## src/rtl/pmux_skid_stage.sv

```systemverilog
// ---------------------------------------------------------------------------
// pmux_skid_stage
//
// Priority select of one of NSRC data channels, registered into a 2-entry
// skid buffer (main register M drives the outputs, skid register S catches
// the beat accepted while the consumer stalls). in_ready is a register, so
// there is no combinational path from out_ready to in_ready, nor from in_*
// to out_*.
//
// Optional feature: define PMUX_STATS_EN to add per-source pop counters
// (16-bit, saturating) with a stat_clr input and a stat_cnt output.
//
// Parameters:
//   WIDTH  data width per channel (1..64)
//   NSRC   number of channels (2..8)
//   SRCW   width of the source index
//
// Ports:
//   clk        rising-edge clock
//   rst        synchronous, active-high reset
//   din        packed channels, channel k = din[k*WIDTH +: WIDTH]
//   sel        priority request, sel[k] requests channel k+1, highest wins,
//              none set selects channel 0
//   in_valid   input beat present
//   in_ready   stage can accept (registered)
//   flush      discard all held and incoming beats
//   out_data   selected data (registered)
//   out_src    index of the channel that produced out_data
//   out_valid  out_data/out_src valid
//   out_ready  downstream accepts
//   stat_clr   (PMUX_STATS_EN) clear all counters
//   stat_cnt   (PMUX_STATS_EN) counter k at stat_cnt[k*16 +: 16]
// ---------------------------------------------------------------------------
module pmux_skid_stage #(
   parameter int WIDTH = 32,
   parameter int NSRC  = 3,
   parameter int SRCW  = $clog2(NSRC)
) (
   input  logic                  clk,
   input  logic                  rst,
   input  logic [NSRC*WIDTH-1:0] din,
   input  logic [NSRC-2:0]       sel,
   input  logic                  in_valid,
   output logic                  in_ready,
   input  logic                  flush,
   output logic [WIDTH-1:0]      out_data,
   output logic [SRCW-1:0]       out_src,
   output logic                  out_valid,
   input  logic                  out_ready
`ifdef PMUX_STATS_EN
   ,
   input  logic                  stat_clr,
   output logic [NSRC*16-1:0]    stat_cnt
`endif
);

   typedef enum logic [1:0] {
      EMPTY = 2'd0,  // M and S invalid
      ONE   = 2'd1,  // M valid, S invalid
      FULL  = 2'd2   // M and S valid
   } state_t;

   state_t           state;
   logic [WIDTH-1:0] s_data;
   logic [SRCW-1:0]  s_src;

   logic [SRCW-1:0]  sel_idx;
   logic [WIDTH-1:0] sel_data;
   logic             acc;
   logic             pop;

   assign acc = in_valid && in_ready;
   assign pop = out_valid && out_ready;

   // Priority select: later (higher) set bits overwrite earlier ones.
   // NOTE: every always_comb output gets a default first so no path can
   // leave it unassigned and infer a latch.
   always_comb begin
      sel_idx = '0;
      for (int k = 0; k < NSRC - 1; k++) begin
         if (sel[k]) sel_idx = SRCW'(k + 1);
      end
      sel_data = din[int'(sel_idx) * WIDTH +: WIDTH];
   end

   // Occupancy FSM with registered outputs. in_ready tracks !S.valid and is
   // updated on the same edge S fills or drains, so FULL never accepts.
   // NOTE: sequential state uses non-blocking assignments so every register
   // samples pre-edge values regardless of statement order.
   // NOTE: s_data/s_src are payload only (qualified by state), so they are
   // deliberately left out of reset.
   always_ff @(posedge clk) begin
      if (rst) begin
         state     <= EMPTY;
         out_valid <= 1'b0;
         in_ready  <= 1'b1;
         out_data  <= '0;
         out_src   <= '0;
      end else if (flush) begin
         // out_data/out_src keep their last value; out_valid masks them.
         state     <= EMPTY;
         out_valid <= 1'b0;
         in_ready  <= 1'b1;
      end else begin
         case (state)
            EMPTY: begin
               if (acc) begin
                  out_data  <= sel_data;
                  out_src   <= sel_idx;
                  out_valid <= 1'b1;
                  state     <= ONE;
               end
            end
            ONE: begin
               if (acc && pop) begin
                  out_data <= sel_data;
                  out_src  <= sel_idx;
               end else if (acc) begin
                  // Consumer stalled: park the new beat behind M.
                  s_data   <= sel_data;
                  s_src    <= sel_idx;
                  in_ready <= 1'b0;
                  state    <= FULL;
               end else if (pop) begin
                  out_valid <= 1'b0;
                  state     <= EMPTY;
               end
            end
            FULL: begin
               if (pop) begin
                  out_data <= s_data;
                  out_src  <= s_src;
                  in_ready <= 1'b1;
                  state    <= ONE;
               end
            end
            default: begin
               state     <= EMPTY;
               out_valid <= 1'b0;
               in_ready  <= 1'b1;
            end
         endcase
      end
   end

`ifdef PMUX_STATS_EN
   // Per-source pop counters; saturate rather than wrap. Not touched by flush.
   logic [15:0] cnt [NSRC];

   always_ff @(posedge clk) begin
      if (rst || stat_clr) begin
         for (int k = 0; k < NSRC; k++) cnt[k] <= '0;
      end else if (pop) begin
         for (int k = 0; k < NSRC; k++) begin
            if (out_src == SRCW'(k) && cnt[k] != 16'hFFFF) cnt[k] <= cnt[k] + 16'd1;
         end
      end
   end

   always_comb begin
      stat_cnt = '0;
      for (int k = 0; k < NSRC; k++) stat_cnt[k*16 +: 16] = cnt[k];
   end
`endif

endmodule

```

## config.mk

```make
export PLATFORM = sky130hd
export DESIGN_NAME = pmux_skid_stage
export DESIGN_NICKNAME = d
export VERILOG_FILES = /design/src/rtl/pmux_skid_stage.sv
export SDC_FILE = /design/constraint.sdc
export NUM_CORES = 1
export LEC_CHECK = 0
export CAP_MARGIN = 10
export CORE_UTILIZATION = 50
export CTS_CLUSTER_DIAMETER = 30
export DETAILED_ROUTE_END_ITERATION = 8
export PLACE_DENSITY_LB_ADDON = 0.3
export SETUP_SLACK_MARGIN = 0.3
export SLEW_MARGIN = 20
export SYNTH_ARGS = -nofsm -noshare
export SYNTH_HDL_FRONTEND = slang
export SYNTH_SLANG_ARGS = --single-unit
```

## constraint.sdc

```tcl
create_clock -name clk -period 5.2 [get_ports clk]
set_input_delay 1.04 -clock clk [delete_from_list [all_inputs] [get_ports clk]]
set_output_delay 1.04 -clock clk [all_outputs]
set_load 0.01 [all_outputs]
```

Word-level counts from Yosys, hierarchy flattened. Cells that the tools add are included.

Eq/ne operators: 10. Shift-type cells: 1. Mux-type cells: 25. Bitwise gates (word level): 5. Reductions and logical operators: 11.

Operators by type and width (number): 32-bit 2-to-1 mux (3); 32-bit one-hot mux with 3 select lines (1); 96-bit by 8-bit indexed part select with 32-bit output (1); 2-bit 2-to-1 mux (9); 5-bit AND reduction (3); 2-bit != test, second input constant (7); 2-bit one-hot mux with 3 select lines (2); 1-bit 2-to-1 mux (8); 4-bit AND reduction (2); 1-bit one-hot mux with 3 select lines (2); 1-bit inverter (5); 1-bit logical AND (3); 3-bit != test, second input constant (1); 3-bit nonzero test (1); 2-bit by 1-bit == test with 1-bit output, second input constant (1); 2-bit == test, second input constant (1); 2-bit logical NOT (1); 2-bit OR reduction (1).

Flip-flop bits (word level): 72. Output and inout port bits: 36. Logic and storage cells: 59.

Depth between registers and ports, before layout. Gate-level depths: netlist of the first run.

Word-level depth: 5. Mapped depth: 7.

Worst setup path after synthesis of the first run. Ideal clock, no wire load.

Kind: input-to-reg. Start: input port rst. End: register s_data[0], enable pin. Arrival: 2.680 ns. Required time: 4.806 ns. Path slack: 2.126 ns. Stages on the path: 5. Buffers on the path: 3. Path through: clkbuf_1 -> clkbuf_1 -> clkbuf_1 -> nor2_1 -> and4_1.

Longest elaborated chain between the ends: 2.

Ends and longest elaborated chain: start: declaration (line 40) `input logic rst,`; 1-bit inverter (no line); 5-bit AND reduction (no line); end signal: assignment (line 120) `s_data <= sel_data;`; end: declaration (line 64) `logic [WIDTH-1:0] s_data;`.

No other way between the ends. A chain may end at the register's enable or synchronous reset.

Worst setup path after layout of the first run.
Start: input port sel[1]. End: register out_data[19].

Longest elaborated chain between the ends: 4.

Ends and longest elaborated chain: start: declaration (line 42) `input logic [NSRC-2:0] sel,`; 2-bit 2-to-1 mux * (line 81) `if (sel[k]) sel_idx = SRCW'(k + 1);`; 96-bit by 8-bit indexed part select with 32-bit output * (line 83) `sel_data = din[int'(sel_idx) * WIDTH +: WIDTH];`; 32-bit 2-to-1 mux (on tied branches) (line 115, 107); 32-bit one-hot mux with 3 select lines * (line 105) `case (state)`; end signal: assignment (line 108) `out_data <= sel_data;`; end signal: assignment (line 116) `out_data <= sel_data;`; end signal: assignment (line 131) `out_data <= s_data;`; end: declaration (line 46) `output logic [WIDTH-1:0] out_data,`.

Mark *: on every way between the ends. The rest lies on a longest branch, timed or not. The select of a mux whose other input is x is not followed.

==> metrics.csv, run 1 <==
metric;value;unit
outcome;complete, no violations;
fp.dieW;94.7;µm
finalInstanceArea;5830;µm²
synth_seq_cells;72;
vias;3553;
cts_setup_buffers;0;
final.period_utilization;66.2;%
synth_top_family_by_area;multiplexers;
wl_per_cell;16.3;µm
die_area;8970;µm²
cts_tree;yes;
grt_setup_unrepaired;no;
muxShareOfSynthArea;27.6;%
clockRootBuffer;clkbuf_8;
overflow;0;
crit_arrival;3670;ps
crit_slowest_cell;clkinv_2;
synthToLayoutAreaGrowth;35.7;%
final-setup-viol-count;0;
fin_skew;7.50;ps
port_buffers;138;
holdWs;508;ps
row_count;33;
path_class;in2reg;
drive_gt1_share;22.9;%
grtUsageTotal;23.3;%
first_iter_violations;111;
dpl_cell_area;5620;µm²
synth.avg_cell_area;10.7;µm²
core_area;8260;µm²
place.gp.congestion;0.717;
drt-total-wl;10300;µm
final_common_cell;clkdlybuf4s50_1;
htreeDepth;3;
clockBufferDepth;2;
synthSimpleGateAreaFrac;14.4;%
post-route-drc-count;0;
vdd_drop_max;0.000165;V
synth_compound_area_share;11.4;%
maxSlewHeadroom;39.9;%
cp-end-kind;register;
finalCriticalPeriod;3440;ps
ioPinCount;139;
multi_input_area;2300;µm²
ys_seq_area_share;41.5;%
power.leakage;2.07;nW
clk_pin_slew;70;ps
crit_path_start_kind;input port;
ant_nets;0;
p_per_area;238;nW/µm²
final_cell_mix;clkdlybuf4s50_1 (136), mux2_2 (67), nand2_1 (38), dfxtp_1 (38), edfxtp_1 (34);
synth_flop_cell;dfxtp_1;
synth_cells;403;
synth_fp_nets;506;
synth-adder-area-share;0;%
yosysUniqueCellTypes;33;
setup_tns;0;ps
fillers;603;
first_global_vias;3408;
holdCritPathClass;reg2reg;
holdBufCountCts;0;
crit_fanout;64;
max_stage_delay;810;ps
first_pass_iters;4;
regArea;1780;µm²
cts_sinks;72;
clock_latency;340;ps
synth_xor_area_share;0;%
crit_path_cell_trace;clkdlybuf4s50_1 > buf_4 > clkinv_2 > o21ai_0 > a211oi_1 > mux2_4;
slew_violations;0;
fmax;291;MHz
initial_core_util;52.0;%
cts_resized;0;
netlist_area;4300;µm²
yosys_warnings;0;
numCtsBuffers;9;
antenna_found_initial;0;
hpwl;6600;µm
synth-edff-count;34;
fin_nets;622;
dieHeight;94.7;µm
grt_max_degree;69;
cap_violations;0;
antenna_cells;0;
worstMarginPinSlew;902;ps
avgViaCountPerCell;5.65;
grt_pass1_wl;16100;µm
async_flop_share;0;%
hold_violations;0;
worstPathRequired;5430;ps
where the power goes:
| part | internal (mW) | switching (mW) |
|---|---|---|
| Clock | 0.247 | 0.209 |
| Sequential | 0.617 | 0.0117 |
| Combinational | 0.190 | 0.112 |
| Total | 1.05 | 0.332 |
metal layers:
layer / up-vias / GRT usage, % / share of wire, %
li1: 1722 / - / -
met1: 1723 / 28.4 / 44
met2: 102 / 41.1 / 50
met3: 6 / 5.07 / 5.9
met4: 0 / 6.94 / 0.57
met5: - / 0 / 0
flip-flops by register name (all words and copies together) (netlist names):
| signal | flops |
|---|---|
| out_valid | 1 |
| in_ready | 1 |
| s_src | 2 |
| out_data | 32 |
| out_src | 2 |
| s_data | 32 |
| state | 2 |
metrics by stage:
stage,util [%],setup WS (ps),power [mW],instances
after floorplan,-,2130,0.809,403
after global placement,68.1,1730,0.935,613
after detailed placement,68.1,1650,0.944,613
after CTS,70.5,2010,1.39,629
after global routing,70.6,1590,1.44,629
final,70.6,1760,1.39,629
synth_stat cells (3+ instances only):
cell type	count	share of area, %
mux2_4	28	9.8
nand2_1	38	3.3
nand3_1	3	0.35
nor3_1	33	3.8
o21ai_0	33	3.8
mux2_2	67	18
edfxtp_1	34	24
a21oi_1	4	0.47
dfxtp_1	38	18
clkbuf_1	20	1.7
a211oi_1	32	5.6
buf_2	12	1.4
nor2_1	3	0.26
nor2b_1	34	5.0
area by class of cell:
class	instances	area share (%)
multi-input combinational	292	39.6
sequential	72	30.6
timing repair buffer	142	24.0
clock buffer	13	2.73
tap	105	2.25
clock inverter	3	0.687
inverter	2	0.150
path summary, 6_finish.rpt:
| path | from | end | slack (ps) | depth (start not counted) |
|---|---|---|---|---|
| hold / removal | out_src[0] | out_src[0] | 510 | 1 |
| setup / recovery | sel[1] | out_data[19] | 1760 | 6 |
| setup reg to reg | state[1] | out_src[1] | 2910 | 5 |
| hold reg to reg | out_src[0] | out_src[0] | 510 | 1 |
cells by family (layout without fill, tap and decap cells):
family                 after synthesis  count (layout)
and+or+nand+nor                    120             120
muxes                               96              96
AOI/OAI and AO/OA                   76              76
DFF                                 72              72
buffers and inverters               39             160
critical path: cells and delay by family:
family | cells | cell delay (ps)
buf+inv | 3 | 1660
mux | 1 | 300
compound gates | 2 | 640
Note: power is estimated with default switching activity, not from simulation.
==> inputs of run 2 (changes only) <==
--- a/config.mk
+++ b/config.mk
@@ -6,7 +6,7 @@
 export NUM_CORES = 1
 export LEC_CHECK = 0
 export CAP_MARGIN = 10
-export CORE_UTILIZATION = 50
+export CORE_UTILIZATION = 47
 export CTS_CLUSTER_DIAMETER = 30
 export DETAILED_ROUTE_END_ITERATION = 8
 export PLACE_DENSITY_LB_ADDON = 0.3
==> constraint.sdc (replaced) <==
create_clock -name clk -period 3.6 [get_ports clk]
set_input_delay 0.72 -clock clk [delete_from_list [all_inputs] [get_ports clk]]
set_output_delay 0.72 -clock clk [all_outputs]
set_load 0.01 [all_outputs]
==> metrics.csv, run 2 (synthesis results as in run 1) <==
metric;value;unit
holdBufCountCts;0;
grt_setup_unrepaired;no;
row_count;34;
drt-total-wl;10800;µm
antenna_found_initial;0;
violations;design-rule violations;
slew_violations;0;
maxSlewHeadroom;38.6;%
crit_arrival;2900;ps
numCtsBuffers;9;
hold_violations;0;
drive_gt1_share;23.9;%
fin_skew;12.7;ps
cts_resized;0;
outcome;finished with violations;
final.period_utilization;74.3;%
die_area;9530;µm²
finalCriticalPeriod;2680;ps
fin_nets;625;
final_common_cell;clkdlybuf4s50_1;
clk_pin_slew;70;ps
holdCritPathClass;reg2reg;
port_buffers;138;
crit_fanout;18;
critPathLaunch;in_valid;
antenna_cells;0;
critPathTopFamily;simple AND/OR/NAND/NOR gates;
crit_path_start_kind;input port;
r2r-start;state[0];
first_iter_violations;243;
utilization;66.6;%
final-setup-viol-count;0;
grt_max_degree;69;
grt_pass1_wl;17700;µm
power.leakage;2.09;nW
dieHeight;97.6;µm
htreeDepth;3;
cap_violations;0;
clockRootBuffer;clkbuf_8;
setup_tns;0;ps
avgViaCountPerCell;5.63;
first_global_vias;3632;
ant_nets;0;
crit_slowest_cell;or2_2;
vdd_drop_max;0.000193;V
post-route-drc-count;22;
p_per_area;343;nW/µm²
core_area;8810;µm²
place_inst;619;
max_stage_delay;540;ps
holdPathEnd;out_src[1];
path_class;in2reg;
timing.rr.end;out_data[9];
initial_core_util;48.8;%
synthToLayoutAreaGrowth;36.5;%
clock_latency;340;ps
place.gp.congestion;0.833;
r2r.worst_path.cells;5;
grtUsageTotal;23.2;%
cp-end-kind;register;
fp.dieW;97.6;µm
wl_per_cell;17.0;µm
fmax;374;MHz
cts_setup_buffers;0;
cts_sinks;72;
min_path_cells;1;
overflow;0;
worstMarginPinSlew;920;ps
fin_cells;635;
min_from;out_src[1];
ioPinCount;139;
clockBufferDepth;2;
crit_path_cell_trace;clkdlybuf4s50_1 > and3b_1 > a211oi_2 > or2_2 > buf_12 > mux2_2;
regToRegSetupSlack;1250;ps
cts_tree;yes;
final_cell_mix;clkdlybuf4s50_1 (135), mux2_2 (67), nand2_1 (38), dfxtp_1 (38), edfxtp_1 (34);
vias;3573;
reg.largest.list;out_data (32), s_data (32);
hpwl;7290;µm
worstPathRequired;3830;ps
first_pass_iters;7;
critPathBufInv;2;
==> run 2: cell count changes in the layout (fill, tap and decap cells not counted) <==
cell,before,now
clkinvlp_4,0,2
or2_2,0,1
clkdlybuf4s50_1,136,135
clkbuf_1,2,0
buf_4,4,6
clkinv_2,3,2
inv_2,0,1
buf_12,0,1
or2_4,1,0
buf_2,2,3
==> run 2: per-layer routing <==
metal | GRT usage, % | part of all wire [%] | up-vias
met2 | 39.6 | 50 | 123
met4 | 7.11 | 0.79 | 0
li1 | - | - | 1721
met1 | 29.7 | 43 | 1719
met5 | 0 | 0 | -
met3 | 4.24 | 6.0 | 10
==> run 2: worst register-to-register path: cells and delay by family (launching register included) <==
family	cells	cell delay, ps
DFF	1	550
AOI/OAI and AO/OA	1	250
muxes	1	350
buffers and inverters	1	270
and+or+nand+nor	2	820
==> run 2: worst max-delay path by stage <==
stage / to / slack [ps] / cells after the start
global placement: out_data[8] / 640 / 6
detailed placement: out_data[10] / 570 / 6
floorplan: s_data[0] / 850 / 5
global route: out_data[9] / 850 / 6
finish: out_data[9] / 920 / 6
CTS: out_data[9] / 940 / 6
==> run 2: power by group <==
part	internal (mW)	leakage (nW)	switching [mW]	total, mW
registers	0.891	0.617	0.0185	0.910
logic	0.277	1.37	0.166	0.443
clock network	0.356	0.101	0.303	0.659
==> run 2: layout make-up <==
cell class | count | area (µm²)
Clock buffer | 11 | 151
Timing Repair Buffer | 145 | 1430
Clock inverter | 5 | 55.1
Sequential cell | 72 | 1780
Multi-Input combinational cell | 292 | 2300
Fill cell | 699 | 2940
Inverter | 2 | 7.51
Tap cell | 108 | 135
==> run 2: stage by stage <==
stage	cell area, µm²	hold slack (ps)	power (mW)	worst slack [ps]
2_1_floorplan	4300	520	1.17	846
3_3_place_gp	5660	489	1.36	641
3_5_place_dp	5660	490	1.37	574
4_1_cts	5860	511	2.02	935
5_1_grt	5860	546	2.09	850
6_report	5860	512	2.01	924
